<file path="src/rtl/win_scan_sched.sv">
// win_scan_sched -- sliding-window scan scheduler.
//
// Walks a (row, block) grid of window start positions and hands each one to
// a window loader through a ready/start/done handshake. Rows advance by a
// configurable stride (0 behaves as 1). Blocks advance by 1 inside a row.
// The scan ends once the next row would pass the last legal start row.
//
// Parameters:
//   Y_W   - row counter width
//   BLK_W - block counter width
//   WIN_W - window-size field width
//
// Ports:
//   clk, rst             - clock (rising edge) and asynchronous active-high reset
//   cfg_start            - one-cycle pulse that begins a scan (ignored while busy)
//   cfg_win_size         - window size for the scan
//   cfg_max_y            - last legal start row
//   cfg_step_y           - row stride
//   cfg_max_block        - last legal start block
//   busy / scan_done     - scan in progress / one-cycle completion pulse
//   ld_ready / ld_done   - loader idle / loader finished the current window
//   ld_start             - one-cycle start pulse to the loader
//   ld_win_size, ld_start_y, ld_start_block - window presented to the loader
//   abort                - present only when WINSCHED_ABORT_EN is defined
//
// Optional feature macro: WINSCHED_ABORT_EN (adds the abort input).
module win_scan_sched #(
  parameter int Y_W   = 9,
  parameter int BLK_W = 4,
  parameter int WIN_W = 5
) (
  input  logic             clk,
  input  logic             rst,
  input  logic             cfg_start,
  input  logic [WIN_W-1:0] cfg_win_size,
  input  logic [Y_W-1:0]   cfg_max_y,
  input  logic [Y_W-1:0]   cfg_step_y,
  input  logic [BLK_W-1:0] cfg_max_block,
`ifdef WINSCHED_ABORT_EN
  input  logic             abort,
`endif
  output logic             busy,
  output logic             scan_done,
  input  logic             ld_ready,
  output logic             ld_start,
  output logic [WIN_W-1:0] ld_win_size,
  output logic [Y_W-1:0]   ld_start_y,
  output logic [BLK_W-1:0] ld_start_block,
  input  logic             ld_done
);

  typedef enum logic [2:0] {
    S_Reset,
    S_Idle,
    S_Issue,
    S_Wait,
    S_Advance,
    S_Done
  } state_t;

  state_t           state_q;
  logic [Y_W-1:0]   y_q;
  logic [BLK_W-1:0] block_q;
  logic [WIN_W-1:0] win_q;
  logic [Y_W-1:0]   max_y_q;
  logic [Y_W-1:0]   step_q;
  logic [BLK_W-1:0] max_block_q;
  logic             abort_pend_q;
  logic             abort_w;
  logic [Y_W:0]     y_sum;

`ifdef WINSCHED_ABORT_EN
  assign abort_w = abort;
`else
  assign abort_w = 1'b0;
`endif

  // One extra bit so a large stride cannot wrap back to a small row.
  assign y_sum = {1'b0, y_q} + {1'b0, step_q};

  // ld_start is decoded from the state plus ld_ready so the loader sees the
  // start in the same cycle it becomes ready; this keeps the done-to-start
  // turnaround at two cycles. It is suppressed in an abort cycle.
  assign ld_start       = (state_q == S_Issue) && ld_ready && !abort_w;
  assign busy           = (state_q == S_Issue) || (state_q == S_Wait) ||
                          (state_q == S_Advance) || (state_q == S_Done);
  assign scan_done      = (state_q == S_Done);
  assign ld_win_size    = win_q;
  assign ld_start_y     = y_q;
  assign ld_start_block = block_q;

  always_ff @(posedge clk or posedge rst) begin
    if (rst) begin
      state_q      <= S_Reset;
      y_q          <= '0;
      block_q      <= '0;
      win_q        <= '0;
      max_y_q      <= '0;
      step_q       <= '0;
      max_block_q  <= '0;
      abort_pend_q <= 1'b0;
    end else begin
      case (state_q)
        S_Reset: state_q <= S_Idle;

        S_Idle: begin
          abort_pend_q <= 1'b0;
          if (cfg_start) begin
            win_q       <= cfg_win_size;
            max_y_q     <= cfg_max_y;
            step_q      <= (cfg_step_y == '0) ? Y_W'(1) : cfg_step_y;
            max_block_q <= cfg_max_block;
            y_q         <= '0;
            block_q     <= '0;
            state_q     <= S_Issue;
          end
        end

        S_Issue: begin
          if (abort_w)       state_q <= S_Idle;
          else if (ld_ready) state_q <= S_Wait;
        end

        // The loader owns the window now; an abort only takes effect once
        // it reports done, so the loader is never left mid-transfer.
        S_Wait: begin
          if (abort_w) abort_pend_q <= 1'b1;
          if (ld_done) begin
            if (abort_pend_q || abort_w) state_q <= S_Idle;
            else                         state_q <= S_Advance;
          end
        end

        S_Advance: begin
          if (abort_w) begin
            state_q <= S_Idle;
          end else if (block_q < max_block_q) begin
            block_q <= block_q + 1'b1;
            state_q <= S_Issue;
          end else begin
            block_q <= '0;
            if (y_sum > {1'b0, max_y_q}) begin
              state_q <= S_Done;
            end else begin
              y_q     <= y_sum[Y_W-1:0];
              state_q <= S_Issue;
            end
          end
        end

        S_Done:  state_q <= S_Idle;

        default: state_q <= S_Idle;
      endcase
    end
  end

endmodule

</file>
<file path="config.mk">
export PLATFORM = sky130hd
export DESIGN_NAME = win_scan_sched
export DESIGN_NICKNAME = d
export VERILOG_FILES = /design/src/rtl/win_scan_sched.sv
export SDC_FILE = /design/constraint.sdc
export NUM_CORES = 1
export LEC_CHECK = 0
export BUFFER_PORTS_ARGS = -buffer_cell sky130_fd_sc_hd__buf_2
export CAP_MARGIN = 20
export CORE_MARGIN = 5
export CORE_UTILIZATION = 55
export DETAILED_ROUTE_END_ITERATION = 7
export PLACE_DENSITY = 0.92
export SYNTH_ARGS = -nofsm -noshare
export SYNTH_HDL_FRONTEND = slang
export SYNTH_SLANG_ARGS = --single-unit
export TNS_END_PERCENT = 5
</file>
<file path="constraint.sdc">
create_clock -name clk -period 3.9 [get_ports clk]
set_clock_uncertainty 0.1 [all_clocks]
set_input_delay 0.78 -clock clk [delete_from_list [all_inputs] [get_ports clk]]
set_output_delay 0.78 -clock clk [all_outputs]
set_load 0.02 [all_outputs]
</file>
-- Yosys cells after proc, flatten, opt, wreduce, memory -nomap -nowiden
Cells that the tools add are included.
- bits in registers: 43
- logic and storage cells: 45
- $add $sub $neg: 2
- $lt $le $gt $ge: 2
- eq/ne operators: 10
- multiplexer cells: 14
- reductions and logical operators: 10
- operators with widths (cell ; count):
    $mux 9 ; 4
    $pmux 9 s2 ; 1
    $mux 3 ; 5
    $pmux 3 s4 ; 1
    $add 9x9->10 ; 1
    $gt 10x9->1 ; 1
    $ne 2x2->1 const B ; 5
    $logic_not 9->1 ; 1
    $mux 4 ; 2
    $pmux 4 s2 ; 1
    $eq 3x2->1 const B ; 2
    $eq 3x3->1 const B ; 2
    $add 4x1->4 const B ; 1
    $lt 4x4->1 ; 1
    $reduce_and 2->1 ; 2
    $reduce_and 4->1 ; 1
    $eq 3x1->1 const B ; 1
    $logic_or 1x1->1 ; 3
    $reduce_and 3->1 ; 1
    $reduce_bool 2->1 ; 1
    $logic_and 1x1->1 ; 1

-- Longest topological paths before layout
Gate-level depths: netlist of run 1.
- depth after elaboration: 5
- depth in mapped cells: 16

-- Least setup slack after synthesis of run 1
No wires, ideal clock.
- path kind: register to register
- start: reg y_q[0], in the netlist ld_start_y[0]
- end: reg y_q[1], in the netlist ld_start_y[1]
- library setup time: 0.101 ns
- data arrival time: 3.059 ns
- required time: 3.699 ns
- setup slack: 0.640 ns
- stages on the path, launching flop included: 17
- cells stage by stage: dfrtp_1 -> ha_1 -> inv_1 -> fa_1 -> nor2b_1 -> o2111ai_1 -> nand3_1 -> o211ai_1 -> xnor2_1 -> ha_1 -> or2_2 -> o31a_1 -> o31ai_4 -> o311a_1 -> buf_6 -> nand4_1 -> o311ai_2
- longest elaborated chain between the ends: 4
- elaborated cells on any way between the ends: 7
- those cells by class: 1 x add/sub; 1 x order compare; 1 x eq/ne; 3 x mux; 1 x reduce/logical
- ends and longest elaborated chain (what ; RTL line ; text):
    start: declaration ; 62 ; logic [Y_W-1:0] y_q;
    start signal: assignment ; 145 ; y_q <= y_sum[Y_W-1:0];
    $add 9x9->10 * ; 79 ; assign y_sum = {1'b0, y_q} + {1'b0, step_q};
    $gt 10x9->1 / $mux 9 (equally long branches) ; 142 ; if (y_sum > {1'b0, max_y_q}) begin
    $ne 2x2->1 (no line) / $mux 9 (equally long branches) ; - ;
    $reduce_and 4->1 (no line) / $pmux 9 s2 (equally long branches) ; - ;
Every way passes the cells marked *; elsewhere a longest branch is shown, timed or not. The select of a mux whose other input is x is not followed.
A chain may end at the register's enable or synchronous reset.

-- Worst setup path after layout of run 1
Same ends and word-level chain as after synthesis.

==> results of run 1 <==
kinds of logic after synthesis:
logic type / after synthesis
multiplexers: 14
AND/OR/NAND/NOR: 86
AO/OA/AOI/OAI: 57
flip-flops: 43
XOR/XNOR: 7
buffers and inverters: 30
adder cells (fa/ha/maj): 23
layout by cell type, fill, tap and decap left out, types with 2 or more instances in the layout:
cell       count
a211oi_1       4
a21o_1         3
a21oi_1        6
buf_2         52
buf_4          2
bufinv_16      2
clkbuf_8       5
dfrtp_1       43
ha_1          22
inv_1         19
mux2_2        14
nand2_1       29
nand2b_1       4
nand3_1       22
nand4_1        4
nor2_1         8
nor2_2         2
nor2b_1        2
nor4_1         2
o211ai_1       2
o21a_1         2
o21ai_0       18
o21ai_1        2
o21ai_2        2
o311ai_2       2
o31ai_1        2
or2_2          2
xnor2_1        5
xor2_1         2
worst max-delay path, stage by stage, from the launching register on:
cell       delay [ns]
dfrtp_1          0.41
ha_1             0.21
inv_1            0.07
fa_1             0.40
nor2b_1          0.18
o2111ai_1        0.16
nand3_1          0.11
o211ai_1         0.12
xnor2_1          0.26
ha_1             0.29
or2_2            0.28
o31a_1           0.13
o31ai_4          0.08
o311a_2          0.37
nand4_1          0.15
o311ai_2         0.14
sequential cells by signal, indices dropped and copies added, names as in the netlist:
| name | flops |
|---|---|
| ld_start_block | 4 |
| ld_start_y | 9 |
| ld_win_size | 5 |
| max_block_q | 4 |
| max_y_q | 9 |
| state_q | 3 |
| step_q | 9 |
power groups by stage:
stage          clock [mW]  combinational (mW)  sequential [mW]
6_report            0.406                1.58            0.779
5_1_grt             0.432                1.76            0.804
4_1_cts             0.413                1.57            0.779
3_5_place_dp            0                1.55            0.788
3_3_place_gp            0                1.48            0.773
2_1_floorplan           0                1.22            0.790
Yosys cell counts, types with 2 or more instances:
master	number
a211oi_1	4
a21oi_1	6
clkbuf_1	3
buf_6	3
o21ai_0	18
o211ai_1	2
inv_1	19
nand2_1	29
dfrtp_1	43
nand2b_1	4
o21ai_1	2
buf_2	4
xnor2_1	5
nand4_1	4
nor2_2	2
xor2_1	2
o21ai_2	2
ha_1	22
o311ai_2	2
nor2b_1	2
mux2_2	14
o21a_1	2
nor2_1	8
nand3_1	22
o31ai_1	2
nor4_1	2
a21o_1	3
or2_2	2
routing by layer:
metal / GRT usage / share of wire / wire, microns
met1: 0.2638 / 0.42 / 2405
met2: 0.3379 / 0.49 / 2790
met3: 0.04195 / 0.079 / 455
met4: 0.07560 / 0.016 / 91
met5: 0 / 0 / 0
repair_timing:
action | in CTS | in global routing
endpoints found under the setup margin | 0 | 2
endpoints found under the hold margin | 0 | 0
resized for setup | 0 | 1
worst paths after layout:
path / from / endpoint / slack, ns / cells past startpoint
setup reg to reg: ld_start_y[0] / ld_start_y[1] / 0.35 / 15
min in group asynchronous: rst / ld_win_size[4] / 0.51 / 3
hold / removal: ld_win_size[0] / ld_win_size[0] / 0.41 / 1
hold reg to reg: ld_win_size[0] / ld_win_size[0] / 0.41 / 1
setup / recovery: ld_start_y[0] / ld_start_y[1] / 0.35 / 15
max in group asynchronous: rst / step_q[8] / 2.83 / 3
stage by stage:
stage | setup WS (ns) | hold WS (ns) | cells | total power, mW
6_report | 0.3480 | 0.4080 | 365 | 2.768
5_1_grt | 0.1293 | 0.4255 | 365 | 2.997
4_1_cts | 0.2529 | 0.4113 | 365 | 2.761
3_5_place_dp | 0.2859 | 0.3930 | 357 | 2.334
3_3_place_gp | 0.4449 | 0.3845 | 357 | 2.251
2_1_floorplan | 0.6405 | 0.3818 | 260 | 2.007
layout make-up:
class | instances | area [sq um] | area share
multi-input combinational | 187 | 1395 | 0.4623
sequential | 43 | 1076 | 0.3566
timing repair buffer | 54 | 275.3 | 0.09121
clock buffer | 6 | 72.57 | 0.02405
inverter | 19 | 71.32 | 0.02363
tap | 54 | 67.56 | 0.02239
clock inverter | 2 | 60.06 | 0.01990
==> results_dict.tcl, run 1 <==
set metrics [dict create \
    pwr-share-clk 0.147 \
    status "complete, no violations" \
    grtUsageTotal 0.2037 \
    yosysTopAreaCell "dfrtp_1" \
    antenna_found_initial 0 \
    cts_tree "done" \
    drive_above_1_share 0.3023 \
    initial_core_util 0.5595 \
    drt_iter0_markers 178 \
    final_area_sq_um 3018 \
    fill_cells 366 \
    path_class "register to register" \
    drtAntennaViolNets 0 \
    ys_warn_count 0 \
    final_util 0.6475 \
    die_h_microns 78.86 \
    comb_power_share 0.572 \
    end_kind "register" \
    synth_cells 260 \
    synth_area_leaders "dfrtp_1 (41%), ha_1 (11%), mux2_2 (6.0%)" \
    coreArea_sq_um 4661 \
    crit_arrival_ns 3.66 \
    area_growth_pct 15.74 \
    port_buffers 52 \
    cts.hold.buffers_added 0 \
    synthSimpleGateAreaFrac 0.1675 \
    p_switching_mw 1.247 \
    syn_area_per_cell_sq_um 10.03 \
    drv_cap 0 \
    path_clk_slew_ns 0.08 \
    cp_max_fo 11 \
    clk_path_buf_depth 2 \
    final-setup-viol-count 0 \
    ios 53 \
    power_density_nw_per_um2 917.2 \
    maxSlewHeadroom 0.3648 \
    final.min_clock_period_ns 3.552 \
    synth.net_count 315 \
    dr.pass1.iters 4 \
    crit_path_start_kind "register" \
    slew_violations 0 \
    synth-xor-area-share 0.02351 \
    hold_viol 0 \
    grt_pass1_wl_microns 9867 \
    p_sw_frac 0.4504 \
    yosysTopAreaCellShare 0.4127 \
    gp_congestion 0.9346 \
    vdd_ir_drop_max_v 0.0005106 \
    dieArea_sq_um 6218 \
    grt_max_degree 44 \
    final_nets 365 \
    wire_per_inst_microns 15.73 \
    cts-buffers-inserted 5 \
    place_area_sq_um 2884 \
    via_per_inst 5.860 \
    fmax_mhz 281.5 \
    std_cell_rows 25 \
    grt_pass1_vias 2120 \
    muxShareOfSynthArea 0.06046 \
    yosys.area_share.adder 0.1132 \
    rsz0062_at_grt "false" \
    syn_area_sq_um 2608 \
    synth_top_flop_cell "dfrtp_1" \
    synth-seq-cells 43 \
    worstPathRequired_ns 4.00 \
    total_leakage_power_nw 1.500 \
    h-tree-depth 2 \
    insertion_delay_ns 0.30 \
    internal_power_mw 1.521 \
    seqPwrFrac 0.281 \
    synth_enable_flop_cells 0 \
    tns_ns 0 \
    hpwlAfterDp_microns 4327 \
    die_w_microns 78.86 \
    seq_area_frac_synth 0.4127 \
    clockRootBuffer "clkbuf_8" \
    cts_num_sinks 43 \
    via_count 2139 \
    drt-total-wl_microns 5743 \
    grt.overflow.total 0 \
    worstMarginPinSlew_ns 0.9486 \
    synth_cell_types 55 \
    drcViolationCount 0 \
    diodes 0 \
    synth_top_family_by_area "compound AO/OA/AOI/OAI gates" \
    cts_setup_buffers 0 \
    fin_crit_sh 0.9108 \
    hp-class "register to register" \
    synth_compound_area_frac 0.1675 \
    synthArstFlopShare 1.000 \
]
(Power assumes the default switching activity.)
==> run 2: changes to the inputs <==
Settings changed: CORE_MARGIN 5 to not set, SLEW_MARGIN set to 5.
==> run 2 against run 1 <==
Against the previous run:
- routed wire length fell by 3.4%
- die area is 19% lower
- final area down 0.91%
- sequential power about the same
- count of clock-buffer cells in the layout rose by 1
- critical path depth did not move
- cell count is 0.27% lower
- combinational power hardly changed
- fmax shrank 3.4%
- critical path type unchanged
- largest cell class unchanged
- largest power group unchanged
==> results_dict.tcl, run 2 (synthesis gave the netlist of run 1 again) <==
set metrics [dict create \
    drt-total-wl_microns 5546 \
    via_count 2103 \
    rsz0062_at_grt "false" \
    layout_common_cells "buf_2 (52), dfrtp_1 (43), nand2_1 (29)" \
    cts_resized 0 \
    path_class "register to register" \
    worstReg2RegEnd "ld_start_y[1]" \
    crit_end "ld_start_y[1]" \
    status "complete, no violations" \
    power_density_nw_per_um2 872.4 \
    grt_use_met3 0.05413 \
    via_per_inst 5.777 \
    final-setup-viol-count 0 \
    drtAntennaViolNets 0 \
    slew_violations 0 \
    clk_path_buf_depth 2 \
    worstPathRequired_ns 4.01 \
    grt.overflow.total 0 \
    cts.hold.buffers_added 0 \
    drt_iter0_markers 143 \
    fmax_mhz 271.8 \
    area_growth_pct 14.68 \
    grt_pass1_wl_microns 9508 \
    end_kind "register" \
    grtUsageTotal 0.2429 \
    final_nets 366 \
    initial_core_util 0.5867 \
    dieArea_sq_um 5020 \
    crit_path_start_kind "register" \
    port_buffers 52 \
    grtUsageMet1 0.3315 \
    antenna_found_initial 0 \
    path_clk_slew_ns 0.08 \
    die_w_microns 70.86 \
    grtUsageMet2 0.3835 \
    h-tree-depth 2 \
    startpoint "ld_start_y[0]" \
    cts-buffers-inserted 5 \
    hpwlAfterDp_microns 4190 \
    die_h_microns 70.86 \
    maxSlewHeadroom 0.3590 \
    rr_worst_depth 15 \
    r2r_slack_ns 0.22 \
    drive_above_1_share 0.2981 \
    final_util 0.6729 \
    total_leakage_power_nw 1.489 \
    cts_tree "done" \
    hold_viol 0 \
    final.min_clock_period_ns 3.679 \
    diodes 0 \
    dr.pass1.iters 6 \
    hp-class "input port to async pin" \
    insertion_delay_ns 0.30 \
    std_cell_rows 24 \
    cts_num_sinks 43 \
    wire_per_inst_microns 15.24 \
    crit_arrival_ns 3.79 \
    rr_startpoint "ld_start_y[0]" \
    grt_pass1_vias 2074 \
    drv_cap 0 \
    gp_congestion 0.9057 \
    tns_ns 0 \
    cp_max_fo 11 \
    clockRootBuffer "clkbuf_8" \
    grt-busiest-layer "met2" \
    grt_max_degree 43 \
    drcViolationCount 0 \
    ios 53 \
    final_common_cell "buf_2" \
    fin_crit_sh 0.9432 \
    cts_setup_buffers 0 \
    coreArea_sq_um 4444 \
    worstMarginPinSlew_ns 0.9573 \
    vdd_ir_drop_max_v 0.0004199 \
]
run 2: changes by cell type in the layout (fill, tap and decap cells not counted):
| cell | before | now |
|---|---|---|
| clkbuf_1 | 1 | 2 |
| clkinv_2 | 0 | 1 |
| bufinv_16 | 2 | 0 |
| buf_16 | 0 | 1 |
| o311a_1 | 0 | 1 |
| o311a_2 | 1 | 0 |
run 2: worst max-delay path: stages, from the launching register on:
cell and delay (ns):
dfrtp_1 0.39, ha_1 0.20, inv_1 0.06, fa_1 0.41, nor2b_1 0.17, o2111ai_1 0.16, nand3_1 0.10, o211ai_1 0.11
xnor2_1 0.26, ha_1 0.30, or2_2 0.29, o31a_1 0.14, o31ai_4 0.08, o311a_1 0.48, nand4_1 0.19, o311ai_2 0.15
run 2: where the power goes:
part	internal (mW)	leakage (nW)	total, mW	switching [mW]
registers	0.633	0.539	0.782	0.149
clock network	0.126	0.0422	0.274	0.148
logic	0.626	0.908	1.55	0.927
total	1.39	1.49	2.61	1.22
run 2: worst min-delay path by stage:
stage / startpoint / to
after detailed placement: ld_win_size[3] / ld_win_size[3]
after CTS: ld_win_size[3] / ld_win_size[3]
after global routing: rst / max_block_q[0]
after floorplan: max_block_q[0] / max_block_q[0]
after global placement: ld_win_size[1] / ld_win_size[1]
final: rst / max_block_q[0]
run 2: layer usage:
layer	vias up	routed length, microns
li1	1030	-
met1	1003	2575
met2	61	2581
met3	9	310
met4	0	79
met5	-	0
run 2: cell type report:
class / instances / area (sq um)
Clock buffer: 7 / 76.32
Clock inverter: 1 / 5.005
Fill cell: 351 / 1454
Inverter: 19 / 71.32
Multi-Input combinational cell: 187 / 1394
Sequential cell: 43 / 1076
Tap cell: 52 / 65.06
Timing Repair Buffer: 55 / 302.8
run 2: through the flow:
step	hold WS, ns	worst slack [ns]	instance area, sq um	instances	power, mW
floorplan	0.3818	0.6405	2608	260	2.007
global placement	0.3839	0.4102	2882	355	2.259
detailed placement	0.3918	0.2740	2882	355	2.323
CTS	0.4088	0.2486	2963	363	2.606
global route	0.2841	0.02410	2990	364	2.819
finish	0.2845	0.2215	2990	364	2.609
==> run 3: changes to the inputs <==
Settings changed: BUFFER_PORTS_ARGS -buffer_cell sky130_fd_sc_hd__buf_2 to -buffer_cell sky130_fd_sc_hd__buf_4.
==> run 3 against run 2 <==
Against the previous run:
- the flow now finishes with violations (design-rule violations)
- worst setup slack improved by 0.10 ns
- sequential cell count unchanged
- clock power rose by 5%
- combinational power increased by 3%
- routed wire length up 2.8%
- non-clock buffer count did not move
- critical path depth fell by 1
- register-to-register slack improved by 0.10 ns
- sequential power rose by 0.9%
- global-route usage increased by 1.6 points
- utilization rose by 2.6 points
- critical path type unchanged
- critical endpoint unchanged
- largest power group unchanged
- highest routed layer unchanged
==> results_dict.tcl, run 3 (synthesis gave the netlist of run 1 again) <==
set metrics [dict create \
    grt_pass1_wl_microns 9991 \
    path_cells "ha_1, inv_1, fa_1, nor2b_1, o2111ai_1, nand3b_1, xor2_1, ha_1, nand4_1, a211oi_1, o31ai_4, o311a_1, nand4_1, o311ai_2" \
    cts_setup_buffers 0 \
    grtUsageTotal 0.2584 \
    vdd_ir_drop_max_v 0.0005070 \
    final_area_sq_um 3107 \
    crit_arrival_ns 3.67 \
    insertion_delay_ns 0.30 \
    via_per_inst 5.813 \
    hp-class "register to register" \
    final_nets 366 \
    hold_viol 0 \
    std_cell_rows 24 \
    violations "design-rule violations" \
    antenna_found_initial 0 \
    cts_num_sinks 43 \
    placedCellCount 356 \
    grt_max_degree 31 \
    cts_tree "done" \
    die_h_microns 70.86 \
    initial_core_util 0.5867 \
    hpwlAfterDp_microns 4435 \
    fmax_mhz 279.5 \
    drv_cap 0 \
    clk_path_buf_depth 2 \
    end_kind "register" \
    crit_path_start_kind "register" \
    wire_per_inst_microns 15.70 \
    dieArea_sq_um 5020 \
    path_clk_slew_ns 0.08 \
    cp_max_fo 11 \
    worstPathRequired_ns 3.99 \
    final-setup-viol-count 0 \
    status "finished with violations" \
    finalNonFillerCells 363 \
    layout_common_cells "buf_4 (55), dfrtp_1 (43), nand2_1 (29)" \
    cts.hold.buffers_added 0 \
    fin_crit_sh 0.9174 \
    p_total_mw 2.672 \
    worstMarginPinSlew_ns 0.8437 \
    cp_slowest_cell "o311a_1" \
    total_leakage_power_nw 1.518 \
    slew_violations 0 \
    cpPeakStageDelay_ns 0.48 \
    cts-buffers-inserted 5 \
    grt_pass1_vias 2114 \
    drive_above_1_share 0.3023 \
    clockRootBuffer "clkbuf_8" \
    final_common_cell "buf_4" \
    via_count 2110 \
    coreArea_sq_um 4444 \
    dr.pass1.iters 6 \
    final.min_clock_period_ns 3.578 \
    drt-total-wl_microns 5700 \
    gp_congestion 0.9108 \
    die_w_microns 70.86 \
    h-tree-depth 2 \
    maxSlewHeadroom 0.4369 \
    drtAntennaViolNets 0 \
    drt_iter0_markers 164 \
    diodes 0 \
    hold_ws_ns 0.4126 \
    ios 53 \
    grt.overflow.total 0 \
    place_area_sq_um 3019 \
    drcViolationCount 4 \
    area_growth_pct 19.15 \
    port_buffers 52 \
    power_density_nw_per_um2 860.2 \
    rsz0062_at_grt "false" \
    tns_ns 0 \
    cts_resized 0 \
    path_class "register to register" \
]
run 3: cell count changes in the layout (fill, tap and decap cells not counted), sizes merged:
cell    delta
clkbuf     -1
run 3: power by group:
group	leakage (nW)	switching (mW)	internal (mW)	total, mW
Clock	0.0470	0.148	0.139	0.287
Sequential	0.539	0.157	0.633	0.789
Combinational	0.932	0.924	0.672	1.60
run 3: critical path: cells and delay by family, from the launching register on:
| kind | cells | cell delay, ns |
|---|---|---|
| and+or+nand+nor | 4 | 0.63 |
| buffers and inverters | 1 | 0.06 |
| DFF | 1 | 0.39 |
| adders and majority gates | 3 | 0.90 |
| AOI/OAI and AO/OA | 5 | 1.17 |
| xor gates and xnor gates | 1 | 0.23 |
run 3: routing by layer:
layer / track usage / part of all wire / up-vias
li1: - / - / 1029
met2: 0.4135 / 0.48 / 56
met4: 0.1022 / 0.019 / 0
met1: 0.3539 / 0.46 / 1014
met5: 0 / 0 / -
met3: 0.04274 / 0.042 / 11
run 3: worst paths after layout:
kind | cells after the start | startpoint | slack (ns) | to
setup / recovery | 14 | ld_start_y[0] | 0.32 | ld_start_y[1]
hold / removal | 1 | ld_win_size[1] | 0.41 | ld_win_size[1]
setup reg to reg | 14 | ld_start_y[0] | 0.32 | ld_start_y[1]
hold reg to reg | 1 | ld_win_size[1] | 0.41 | ld_win_size[1]
max in group asynchronous | 3 | rst | 2.35 | step_q[5]
min in group asynchronous | 2 | rst | 0.55 | ld_win_size[4]
run 3: area by class of cell:
cell class / count / area (sq um)
tap: 52 / 65.06
sequential: 43 / 1076
clock inverter: 1 / 5.005
fill: 365 / 1338
inverter: 19 / 71.32
clock buffer: 6 / 82.58
multi-input combinational: 187 / 1394
timing repair buffer: 55 / 412.9
run 3: metrics by stage:
stage,worst slack (ns),utilization
after CTS,0.3249,0.6990
after detailed placement,0.3569,0.6793
final,0.3223,0.6990
after floorplan,0.6405,-
after global placement,0.4597,0.6793
after global routing,0.002240,0.6990
